`config.mk`:
```
export PLATFORM = sky130hd
export DESIGN_NAME = data_mem_rmw
export DESIGN_NICKNAME = d
export VERILOG_FILES = /design/src/rtl/data_mem_rmw.sv
export SDC_FILE = /design/constraint.sdc
export NUM_CORES = 1
export LEC_CHECK = 0
export ABC_AREA = 1
export ABC_CLOCK_PERIOD_IN_PS = 4430
export CORE_MARGIN = 3
export CORE_UTILIZATION = 47
export CTS_CLUSTER_SIZE = 28
export DETAILED_ROUTE_END_ITERATION = 16
export PLACE_DENSITY = 0.87
export SYNTH_ARGS = -nofsm -noshare
export SYNTH_HDL_FRONTEND = slang
export SYNTH_SLANG_ARGS = --single-unit
```
`constraint.sdc`:
```
create_clock -name clk -period 4.43 [get_ports clk]
set_input_delay 0.886 -clock clk [delete_from_list [all_inputs] [get_ports clk]]
set_output_delay 0.886 -clock clk [all_outputs]
set_load 0.01 [all_outputs]
```
`src/rtl/data_mem_rmw.sv`:
```
// Sub-word load/store adapter onto a full-word memory port with one-cycle read
// latency; partial stores are done as read-merge-write, full-width stores write directly.
module data_mem_rmw #(
    parameter int DATA_WIDTH = 32,
    parameter int ADDR_WIDTH = 32
) (
    input  logic                  clk,
    input  logic                  rst,
    input  logic                  req_valid_i,
    output logic                  req_ready_o,
    input  logic                  req_we_i,
    input  logic [ADDR_WIDTH-1:0] req_addr_i,
    input  logic [1:0]            req_size_i,
    input  logic                  req_unsigned_i,
    input  logic [DATA_WIDTH-1:0] req_wdata_i,
    output logic                  resp_valid_o,
    input  logic                  resp_ready_i,
    output logic [DATA_WIDTH-1:0] resp_rdata_o,
    output logic                  resp_err_o,
    output logic [ADDR_WIDTH-1:0] mem_addr_o,
    output logic                  mem_re_o,
    output logic                  mem_we_o,
    output logic [DATA_WIDTH-1:0] mem_wdata_o,
    input  logic [DATA_WIDTH-1:0] mem_rdata_i
);
    localparam int NB    = DATA_WIDTH / 8;
    localparam int OFF_W = $clog2(NB);
    localparam logic [1:0] FULL_SIZE = (DATA_WIDTH == 64) ? 2'd3 : 2'd2;

    typedef enum logic [2:0] {IDLE, RD, MRG, WR, RESP} state_t;

    state_t                state_q, state_d;
    logic [ADDR_WIDTH-1:0] addr_q, addr_d;
    logic [1:0]            size_q, size_d;
    logic                  uns_q, uns_d;
    logic                  we_q, we_d;
    logic                  err_q, err_d;
    logic [DATA_WIDTH-1:0] wdata_q, wdata_d;
    logic [DATA_WIDTH-1:0] rdata_q, rdata_d;

    logic req_misaligned, req_bad_size, req_err;

    always_comb begin
        case (req_size_i)
            2'd1:    req_misaligned = req_addr_i[0];
            2'd2:    req_misaligned = |req_addr_i[1:0];
            2'd3:    req_misaligned = |req_addr_i[2:0];
            default: req_misaligned = 1'b0;
        endcase
    end

    assign req_bad_size = (req_size_i == 2'd3) && (DATA_WIDTH != 64);
    assign req_err      = req_misaligned || req_bad_size;

    // Lane selection for the captured access: size_mask is right-aligned,
    // lane_mask is placed at the byte offset within the memory word.
    logic [OFF_W-1:0]      off;
    logic [NB-1:0]         size_mask, lane_mask;
    logic [DATA_WIDTH-1:0] keep_bits, wd_shift, rd_shift, merged, load_ext;
    logic                  sign_bit;

    assign off = addr_q[OFF_W-1:0];

    always_comb begin
        case (size_q)
            2'd0:    size_mask = NB'(1);
            2'd1:    size_mask = NB'(3);
            2'd2:    size_mask = NB'(15);
            default: size_mask = '1;
        endcase
    end

    assign lane_mask = size_mask << off;
    assign wd_shift  = wdata_q << {off, 3'b000};
    assign rd_shift  = mem_rdata_i >> {off, 3'b000};

    generate
        for (genvar gi = 0; gi < NB; gi++) begin : g_lane
            assign merged[gi*8 +: 8]    = lane_mask[gi] ? wd_shift[gi*8 +: 8] : mem_rdata_i[gi*8 +: 8];
            assign keep_bits[gi*8 +: 8] = {8{size_mask[gi]}};
        end
    endgenerate

    always_comb begin
        case (size_q)
            2'd0:    sign_bit = rd_shift[7];
            2'd1:    sign_bit = rd_shift[15];
            2'd2:    sign_bit = rd_shift[31];
            default: sign_bit = rd_shift[DATA_WIDTH-1];
        endcase
    end

    // A full-width load has keep_bits all ones, so the fill term vanishes.
    assign load_ext = (rd_shift & keep_bits) | ((sign_bit && !uns_q) ? ~keep_bits : '0);

    always_comb begin
        state_d     = state_q;
        addr_d      = addr_q;
        size_d      = size_q;
        uns_d       = uns_q;
        we_d        = we_q;
        err_d       = err_q;
        wdata_d     = wdata_q;
        rdata_d     = rdata_q;
        mem_re_o    = 1'b0;
        mem_we_o    = 1'b0;
        mem_wdata_o = '0;
        case (state_q)
            IDLE: begin
                if (req_valid_i) begin
                    addr_d  = req_addr_i;
                    size_d  = req_size_i;
                    uns_d   = req_unsigned_i;
                    we_d    = req_we_i;
                    wdata_d = req_wdata_i;
                    rdata_d = '0;
                    err_d   = req_err;
                    if (req_err)
                        state_d = RESP;
                    else if (req_we_i && (req_size_i == FULL_SIZE))
                        state_d = WR;
                    else
                        state_d = RD;
                end
            end
            RD: begin
                mem_re_o = 1'b1;
                state_d  = MRG;
            end
            MRG: begin
                if (we_q) begin
                    mem_we_o    = 1'b1;
                    mem_wdata_o = merged;
                end else begin
                    rdata_d = load_ext;
                end
                state_d = RESP;
            end
            WR: begin
                mem_we_o    = 1'b1;
                mem_wdata_o = wdata_q;
                state_d     = RESP;
            end
            RESP: begin
                if (resp_ready_i)
                    state_d = IDLE;
            end
            default: state_d = IDLE;
        endcase
    end

    always_ff @(posedge clk or posedge rst) begin
        if (rst) begin
            state_q <= IDLE;
            addr_q  <= '0;
            size_q  <= 2'd0;
            uns_q   <= 1'b0;
            we_q    <= 1'b0;
            err_q   <= 1'b0;
            wdata_q <= '0;
            rdata_q <= '0;
        end else begin
            state_q <= state_d;
            addr_q  <= addr_d;
            size_q  <= size_d;
            uns_q   <= uns_d;
            we_q    <= we_d;
            err_q   <= err_d;
            wdata_q <= wdata_d;
            rdata_q <= rdata_d;
        end
    end

    assign req_ready_o  = (state_q == IDLE);
    assign resp_valid_o = (state_q == RESP);
    assign resp_rdata_o = rdata_q;
    assign resp_err_o   = err_q;
    assign mem_addr_o   = {addr_q[ADDR_WIDTH-1:OFF_W], OFF_W'(0)};

endmodule

```
Word-level counts from Yosys, hierarchy flattened
Index checks and enable logic that the tools add are counted.
- flip-flop bits (word level): 104
- input port bits: 104
- output and inout port bits: 101
- logic and storage cells: 59
- equal/unequal tests: 11
- shifts and indexed selects: 3
- multiplexer cells: 21
- bitwise logic cells: 3
- reductions and logical operators: 13
- operators with widths (kind ; count):
    2-to-1 mux 32 bit ; 4
    one-hot mux 32 bit (2 select lines) ; 2
    AND 32 bit ; 1
    2-to-1 mux 8 bit ; 4
    inverter 32 bit ; 1
    OR 32 bit ; 1
    << shifter 32 x 5 -> 32 bit ; 1
    right shift 32 x 5 -> 32 bit ; 1
    one-hot mux 3 bit (4 select lines) ; 1
    2-to-1 mux 3 bit ; 3
    one-hot mux 4 bit (2 select lines) ; 1
    equality test 3 x 2 -> 1 bit (second input constant) ; 2
    equality test 2 x 1 -> 1 bit (second input constant) ; 2
    equality test 2 bit (second input constant) ; 2
    != test 2 bit (second input constant) ; 2
    one-hot mux 1 bit (2 select lines) ; 2
    AND reduction 2 bit ; 2
    OR reduction 2 bit ; 2
    << shifter 4 x 2 -> 4 bit ; 1
    equality test 3 x 1 -> 1 bit (second input constant) ; 1
    equality test 3 bit (second input constant) ; 1
    logical NOT 3 bit ; 1
    one-hot mux 1 bit (3 select lines) ; 1
    AND reduction 3 bit ; 1
    other kinds (9) ; 11

Longest topological paths before layout
Gate-level depths: netlist of run 1.
- word-level depth: 7
- mapped depth: 10
- gate-level depth less buffers: 9

Least setup slack after synthesis of run 1
Ideal clock, no wire load.
- path type: register -> output
- start: register state_q[2]
- end: output mem_wdata_o[0]
- arrival: 1.336 ns
- required time: 3.544 ns
- path slack: 2.208 ns
- stages on the path, launching flop included: 10
- buffers on the path: 0
- path through: dfrtp_1 -> inv_1 -> nand2_4 -> nor2_4 -> nand2_4 -> inv_6 -> nand2_4 -> nand2_4 -> nand2_1 -> a21oi_1
- longest elaborated chain between the ends: 2
- elaborated cells between the ends (all ways): 3
- those cells by class: eq/ne: 2; mux: 1
- ends and longest elaborated chain (element ; line ; source):
    start: declaration ; 32 ; state_t state_q, state_d;
    start signal: assignment ; 163 ; state_q <= state_d;
    equality test 3 x 2 -> 1 bit ; 108 ; case (state_q)
    one-hot mux 32 bit (2 select lines) * ; 108 ;
    end: declaration ; 23 ; output logic [DATA_WIDTH-1:0] mem_wdata_o,
Every way passes the cells marked *; elsewhere a longest branch is shown, timed or not.

Worst setup path after layout of run 1
- start: register addr_q[0]
- end: output mem_wdata_o[21]
- longest elaborated chain between the ends: 4
- elaborated cells between the ends (all ways): 5
- those cells by class: shift: 2; mux: 3
- ends and longest elaborated chain (element ; line ; source):
    start: declaration ; 33 ; logic [ADDR_WIDTH-1:0] addr_q, addr_d;
    start signal: assignment ; 164 ; addr_q <= addr_d;
    << shifter 32 x 5 -> 32 bit / << shifter 4 x 2 -> 4 bit (equally long branches) ; 74, 73 ;
    2-to-1 mux 8 bit * ; 79 ; assign merged[gi*8 +: 8] = lane_mask[gi] ? wd_shift[gi*8 +: 8] : mem_rdata_i[gi*8 +: 8];
    2-to-1 mux 32 bit * ; 131 ; if (we_q) begin
    one-hot mux 32 bit (2 select lines) * ; 108 ;
Marks and branches as above.

==> flow_summary.yaml, run 1 <==
pwr:
  clkPwrFrac: 0.177
  p_leak_uw: 0.00382
  p_comb_frac: 0.514
  peakVddDrop_mv: 0.281
  p_sw_frac: 0.434
  p_per_area_nw_per_um2: 641
  p_int_uw: 3000
  p_sw_uw: 2300
  seqPwrFrac: 0.309
clock_tree:
  postCtsHoldBufs: 0
  cts.path.max_buffers: 2
  clock_sinks: 104
  numCtsBuffers: 9
  cts_resized: 0
  clk-insertion-delay-late_ns: 0.35
  cts_tree: "yes"
  post-cts-setup-buffers: 0
  cts_root_buffer: "clkbuf_16"
  clkTransAtPathRegs_ns: 0.07
  htreeDepth: 3
yosys:
  synth_cells: 856
  yosysWarningCount: 0
  synth-simple-area-share: 0.280
  synthXorXnorAreaFrac: 0
  synthMuxAreaShare: 0
  seq_area_frac_synth: 0.424
  synth-compound-area-share: 0.164
  syn_avg_cell_area_um2: 7.18
  synth_area_um2: 6140
  ys_ff_latch: 104
  synthFlopType: "dfrtp_1"
  synth-async-reset-ratio: 1.00
  synthAdderAreaFrac: 0
  synth_edf_count: 0
  ys_types: 29
  synth_top_family_by_area: "simple AND/OR/NAND/NOR gates"
global_routing:
  busiest_layer: "met2"
  grt_pass1_wl_um: 29800
  grt_start_max_net_pins: 59
  antenna_found_initial: 0
  grt-ovfl-total: 0
  met3_usage: 0.0543
  use_met1: 0.359
  track_usage: 0.262
  grt_pass1_vias: 5792
  grtUsageMet2: 0.405
routing:
  dr.pass1.iters: 6
  drcViolationCount: 0
  via_per_inst: 5.29
  postRouteWirelength_um: 19000
  vias: 6211
  antenna_left: 0
  wl_per_cell_um: 16.1
  drt_first_iter_violations: 711
sta:
  finalHoldViolCount: 0
  slew_headroom: 0.486
  tns_ns: 0
  fmax_ghz: 0.273
  tightest_slew_ns: 0.771
  finalClockSkew_ns: 0.00614
  grt_setup_unrepaired: "false"
  period_minus_slack_ns: 3.66
  slew_viol_final: 0
  hold_ws_ns: 0.478
  period_share: 0.827
  setup_viol: 0
finish:
  fin_cells: 1175
  nFillCells: 1126
  area_growth_pct: 34.4
  final_common_cell: "nand2_1"
  diodes: 0
  layout.nets: 1102
  multi_input_comb_area_um2: 2740
  final_area_um2: 8260
  drive_gt1_frac: 0.0508
  ff_latch_area_um2: 2600
  final_cell_mix: "nand2_1 (331), clkdlybuf4s50_1 (202), dfrtp_1 (104), o21ai_0 (97), inv_1 (59)"
die:
  die_area_um2: 14500
  die_width_um: 120
  core_area_um2: 12700
  die_height_um: 120
  row_count: 41
  io_pins: 205
  start_util: 0.483
placed_design:
  gp_congestion: 1.03
  placed_area_um2: 7910
  hpwlAfterDp_um: 14400
  portBuffers: 202
  dp_cells: 1159
critical_path:
  end_kind: "primary output"
  cp_max_fo: 58
  critPathKind: "flip-flop to primary output"
  worstSetupStartpoint: "addr_q[0]"
  critical_path_required_ns: 3.54
  worstPathArrival_ns: 2.78
  reg2regPathDepth: 6
  r2r-start: "state_q[0]"
  r2r_slack_ns: 2.45
  startpoint_type: "flip-flop"
hold_path:
  worstHoldPathCells: 2
  hp-class: "flip-flop to flip-flop"
  min_from: "addr_q[5]"
run_status:
  outcome: "completed"
flow_run:
  cap_violations: 0
==> power groups by stage <==
| stage | Sequential [uW] | Clock [uW] | Combinational (uW) |
|---|---|---|---|
| 2_1_floorplan | 1620 | 0 | 1920 |
| 3_3_place_gp | 1630 | 0 | 2650 |
| 3_5_place_dp | 1640 | 0 | 2680 |
| 4_1_cts | 1630 | 946 | 2700 |
| 5_1_grt | 1680 | 977 | 3020 |
| 6_report | 1640 | 937 | 2720 |
==> sequential cells by signal (all words and copies together), names as in the netlist <==
register / flops
resp_err_o: 1
size_q: 2
uns_q: 1
state_q: 3
we_q: 1
addr_q: 32
wdata_q: 32
resp_rdata_o: 32
==> routing by layer <==
metal	part of all wire	vias up
met2	0.45	359
met5	0	-
met3	0.11	46
met1	0.41	2821
met4	0.035	0
li1	-	2985
==> cell families (layout without fill, tap and decap cells) <==
group	Yosys count	count (layout)
and+or+nand+nor	414	414
other	1	2
buffers and inverters	148	294
AOI/OAI and AO/OA	189	189
DFF	104	104
==> Yosys cell counts, types with 4 or more instances <==
master | count | share of area
nor2_1 | 13 | 0.0079
inv_1 | 61 | 0.037
inv_2 | 4 | 0.0024
clkbuf_1 | 9 | 0.0055
o211ai_1 | 17 | 0.021
o21ai_1 | 24 | 0.020
nand2_4 | 5 | 0.0092
dfrtp_1 | 104 | 0.42
buf_2 | 19 | 0.015
o21ai_0 | 97 | 0.079
a21oi_1 | 48 | 0.039
nand2_1 | 331 | 0.20
nand2_2 | 4 | 0.0041
buf_4 | 45 | 0.055
nand3_1 | 52 | 0.042
buf_6 | 6 | 0.011
==> worst max-delay path, cell delays in order (launching register included) <==
cell and delay [ns]:
dfrtp_1 0.39, buf_4 0.30, nand2_1 0.12, nand2_1 0.05
o21ai_1 0.35, inv_1 0.29, nand3_1 0.15, nand2_1 0.05
o21ai_1 0.13, clkdlybuf4s50_1 0.59
==> cell type report <==
| type | instances | share of cell area |
|---|---|---|
| clock buffer | 10 | 0.0289 |
| clock inverter | 6 | 0.0139 |
| inverter | 66 | 0.0309 |
| multi-input combinational | 605 | 0.331 |
| tap | 172 | 0.0261 |
| sequential | 104 | 0.315 |
| timing repair buffer | 212 | 0.254 |
==> final timing paths <==
check / endpoint
hold / removal: addr_q[5]
hold reg to reg: addr_q[5]
setup reg to reg: wdata_q[25]
setup / recovery: mem_wdata_o[21]
min in group asynchronous: addr_q[4]
max in group asynchronous: state_q[1]
==> stage by stage <==
| step | setup slack (ns) | util | total power, uW |
|---|---|---|---|
| after global routing | 0.543 | 0.649 | 5670 |
| final | 0.766 | 0.649 | 5290 |
| after CTS | 0.803 | 0.649 | 5270 |
| after global placement | 1.15 | 0.621 | 4270 |
| after floorplan | 0.812 | - | 3550 |
| after detailed placement | 1.13 | 0.621 | 4320 |
Note: power is estimated with default switching activity, not from simulation.
==> inputs of run 2 (changes only) <==
Settings changed: ABC_CLOCK_PERIOD_IN_PS 4430 to 3000, CORE_UTILIZATION 47 to 42, PLACE_DENSITY 0.87 to 0.82.
Clock period 4.43 ns to 3 ns, I/O delays scaled along.
==> flow_summary.yaml, run 2 (synthesized netlist as in run 1, its figures left out) <==
finish:
  layout.nets: 1112
  diodes: 0
  final_common_cell: "nand2_1"
  final_cell_mix: "nand2_1 (331), clkdlybuf4s50_1 (183), dfrtp_1 (101), o21ai_0 (97), inv_1 (59)"
  drive_gt1_frac: 0.0661
  nFillCells: 1279
  final_area_um2: 8380
  area_growth_pct: 36.4
pwr:
  p_comb_frac: 0.542
  peakVddDrop_mv: 0.481
  p_sw_uw: 3550
  p_leak_uw: 0.00408
  clkPwrFrac: 0.148
  p_sw_frac: 0.453
  p_int_uw: 4290
  p_per_area_nw_per_um2: 935
  seqPwrFrac: 0.310
critical_path:
  r2r-start: "state_q[1]"
  cp_max_fo: 18
  worstSetupStartpoint: "state_q[2]"
  startpoint_type: "flip-flop"
  critPathKind: "flip-flop to primary output"
  end_kind: "primary output"
  path_cells: "inv_1 > nand2_4 > nor2_4 > nand2_8 > a21oi_1 > nand2_1 > o21ai_1 > clkdlybuf4s50_1"
  reg2regPathDepth: 6
  worstReg2RegEnd: "wdata_q[4]"
  worstPathArrival_ns: 2.31
  slowest_delay_ns: 0.58
  critical_path_required_ns: 2.40
  crit_end: "mem_wdata_o[20]"
  slowest_stage: "clkdlybuf4s50_1"
  r2r_slack_ns: 0.96
routing:
  drt_first_iter_violations: 659
  via_per_inst: 5.15
  wl_per_cell_um: 16.4
  postRouteWirelength_um: 19600
  vias: 6146
  drcViolationCount: 0
  dr.pass1.iters: 6
  antenna_left: 0
clock_tree:
  postCtsHoldBufs: 0
  cts_root_buffer: "clkbuf_16"
  clk-insertion-delay-late_ns: 0.35
  clock_sinks: 104
  htreeDepth: 3
  cts.path.max_buffers: 2
  clkTransAtPathRegs_ns: 0.07
  numCtsBuffers: 9
  cts_tree: "yes"
sta:
  slew_headroom: 0.535
  setup_viol: 0
  period_share: 0.969
  tightest_slew_ns: 0.696
  finalHoldViolCount: 0
  tns_ns: 0
  finalClockSkew_ns: 0.00566
  fmax_ghz: 0.344
  grt_setup_unrepaired: "false"
  slew_viol_final: 0
  period_minus_slack_ns: 2.91
die:
  core_area_um2: 14100
  die_height_um: 127
  die_area_um2: 16100
  start_util: 0.436
  io_pins: 205
  row_count: 43
  die_width_um: 127
placed_design:
  portBuffers: 202
  hpwlAfterDp_um: 15000
  gp_congestion: 0.982
  placed_area_um2: 8030
hold_path:
  worstHoldPathCells: 2
  hp-class: "flip-flop to flip-flop"
flow_run:
  cap_violations: 0
global_routing:
  grt-ovfl-total: 0
  grt_start_max_net_pins: 60
  grt_pass1_vias: 5889
  grt_pass1_wl_um: 31400
  antenna_found_initial: 0
  track_usage: 0.247
run_status:
  outcome: "completed"
run 2: cell count changes in the layout (fill, tap and decap cells not counted), moves of 2 or more:
cell             before  now
inv_8                 0    2
clkinvlp_4            1    3
dfrtp_1             104  101
dfrtp_2               0    3
a21oi_2               1    3
clkdlybuf4s50_1     202  183
a21oi_1              48   46
dlygate4sd2_1         0    8
buf_12                0    4
dlymetal6s2s_1        0   11
bufinv_16             3    0
buf_4                10   16
run 2: metrics by stage:
stage | setup slack [ns] | power (uW) | utilization | std cells | hold WS (ns)
2_1_floorplan | 1.06 | 5240 | - | 857 | 0.450
3_3_place_gp | 0.270 | 6570 | 0.570 | 1175 | 0.461
3_5_place_dp | 0.272 | 6630 | 0.570 | 1175 | 0.466
4_1_cts | 0.0189 | 7820 | 0.590 | 1191 | 0.485
5_1_grt | 0.00286 | 8470 | 0.594 | 1193 | 0.500
6_report | 0.0924 | 7840 | 0.594 | 1193 | 0.482
run 2: final cells by class:
class | instances | area, um^2 | share of cell area
clock buffers | 10 | 239 | 0.0285
clock inverters | 6 | 51.3 | 0.00612
inverters | 66 | 256 | 0.0306
multi-input cells | 605 | 2760 | 0.330
flip-flops and latches | 104 | 2610 | 0.311
well taps | 180 | 225 | 0.0269
repair buffers | 222 | 2240 | 0.267
run 2: worst max-delay path: cells and delay by family, from the launching register on:
| kind | cells | cell delay [ns] |
|---|---|---|
| AO/OA/AOI/OAI | 2 | 0.26 |
| buffers and inverters | 2 | 0.70 |
| flip-flops | 1 | 0.45 |
| AND/OR/NAND/NOR | 4 | 0.52 |
run 2: power by group through the flow:
stage	registers (uW)	clock network, uW	logic [uW]
finish	2430	1160	4250
global route	2500	1250	4710
CTS	2410	1180	4230
detailed placement	2420	0	4210
global placement	2410	0	4160
floorplan	2400	0	2840
run 2: how the worst min path moves through the flow:
stage	slack, ns	start	endpoint
2_1_floorplan	0.45	uns_q	uns_q
3_3_place_gp	0.46	addr_q[31]	addr_q[31]
3_5_place_dp	0.47	resp_rdata_o[10]	resp_rdata_o[10]
4_1_cts	0.48	resp_rdata_o[10]	resp_rdata_o[10]
5_1_grt	0.50	resp_rdata_o[14]	resp_rdata_o[14]
6_report	0.48	resp_rdata_o[24]	resp_rdata_o[24]
run 2: metal layers:
layer  routed length (um)  part of all wire  global-route usage  vias to the layer above
met2                 9090              0.46               0.379                      296
met5                    0                 0                   0                        -
met3                 1800             0.092              0.0589                       26
met4                  402             0.021              0.0726                        0
li1                     -                 -                   -                     3002
met1                 8310              0.42               0.348                     2822
run 2: repair_timing:
item | in CTS | in global routing
pin swaps | 0 | 1
buffers inserted | 0 | 2
setup endpoints to repair | 8 | 19
cloned | 0 | 0
resized for setup | 9 | 18
hold endpoints to repair | 0 | 0
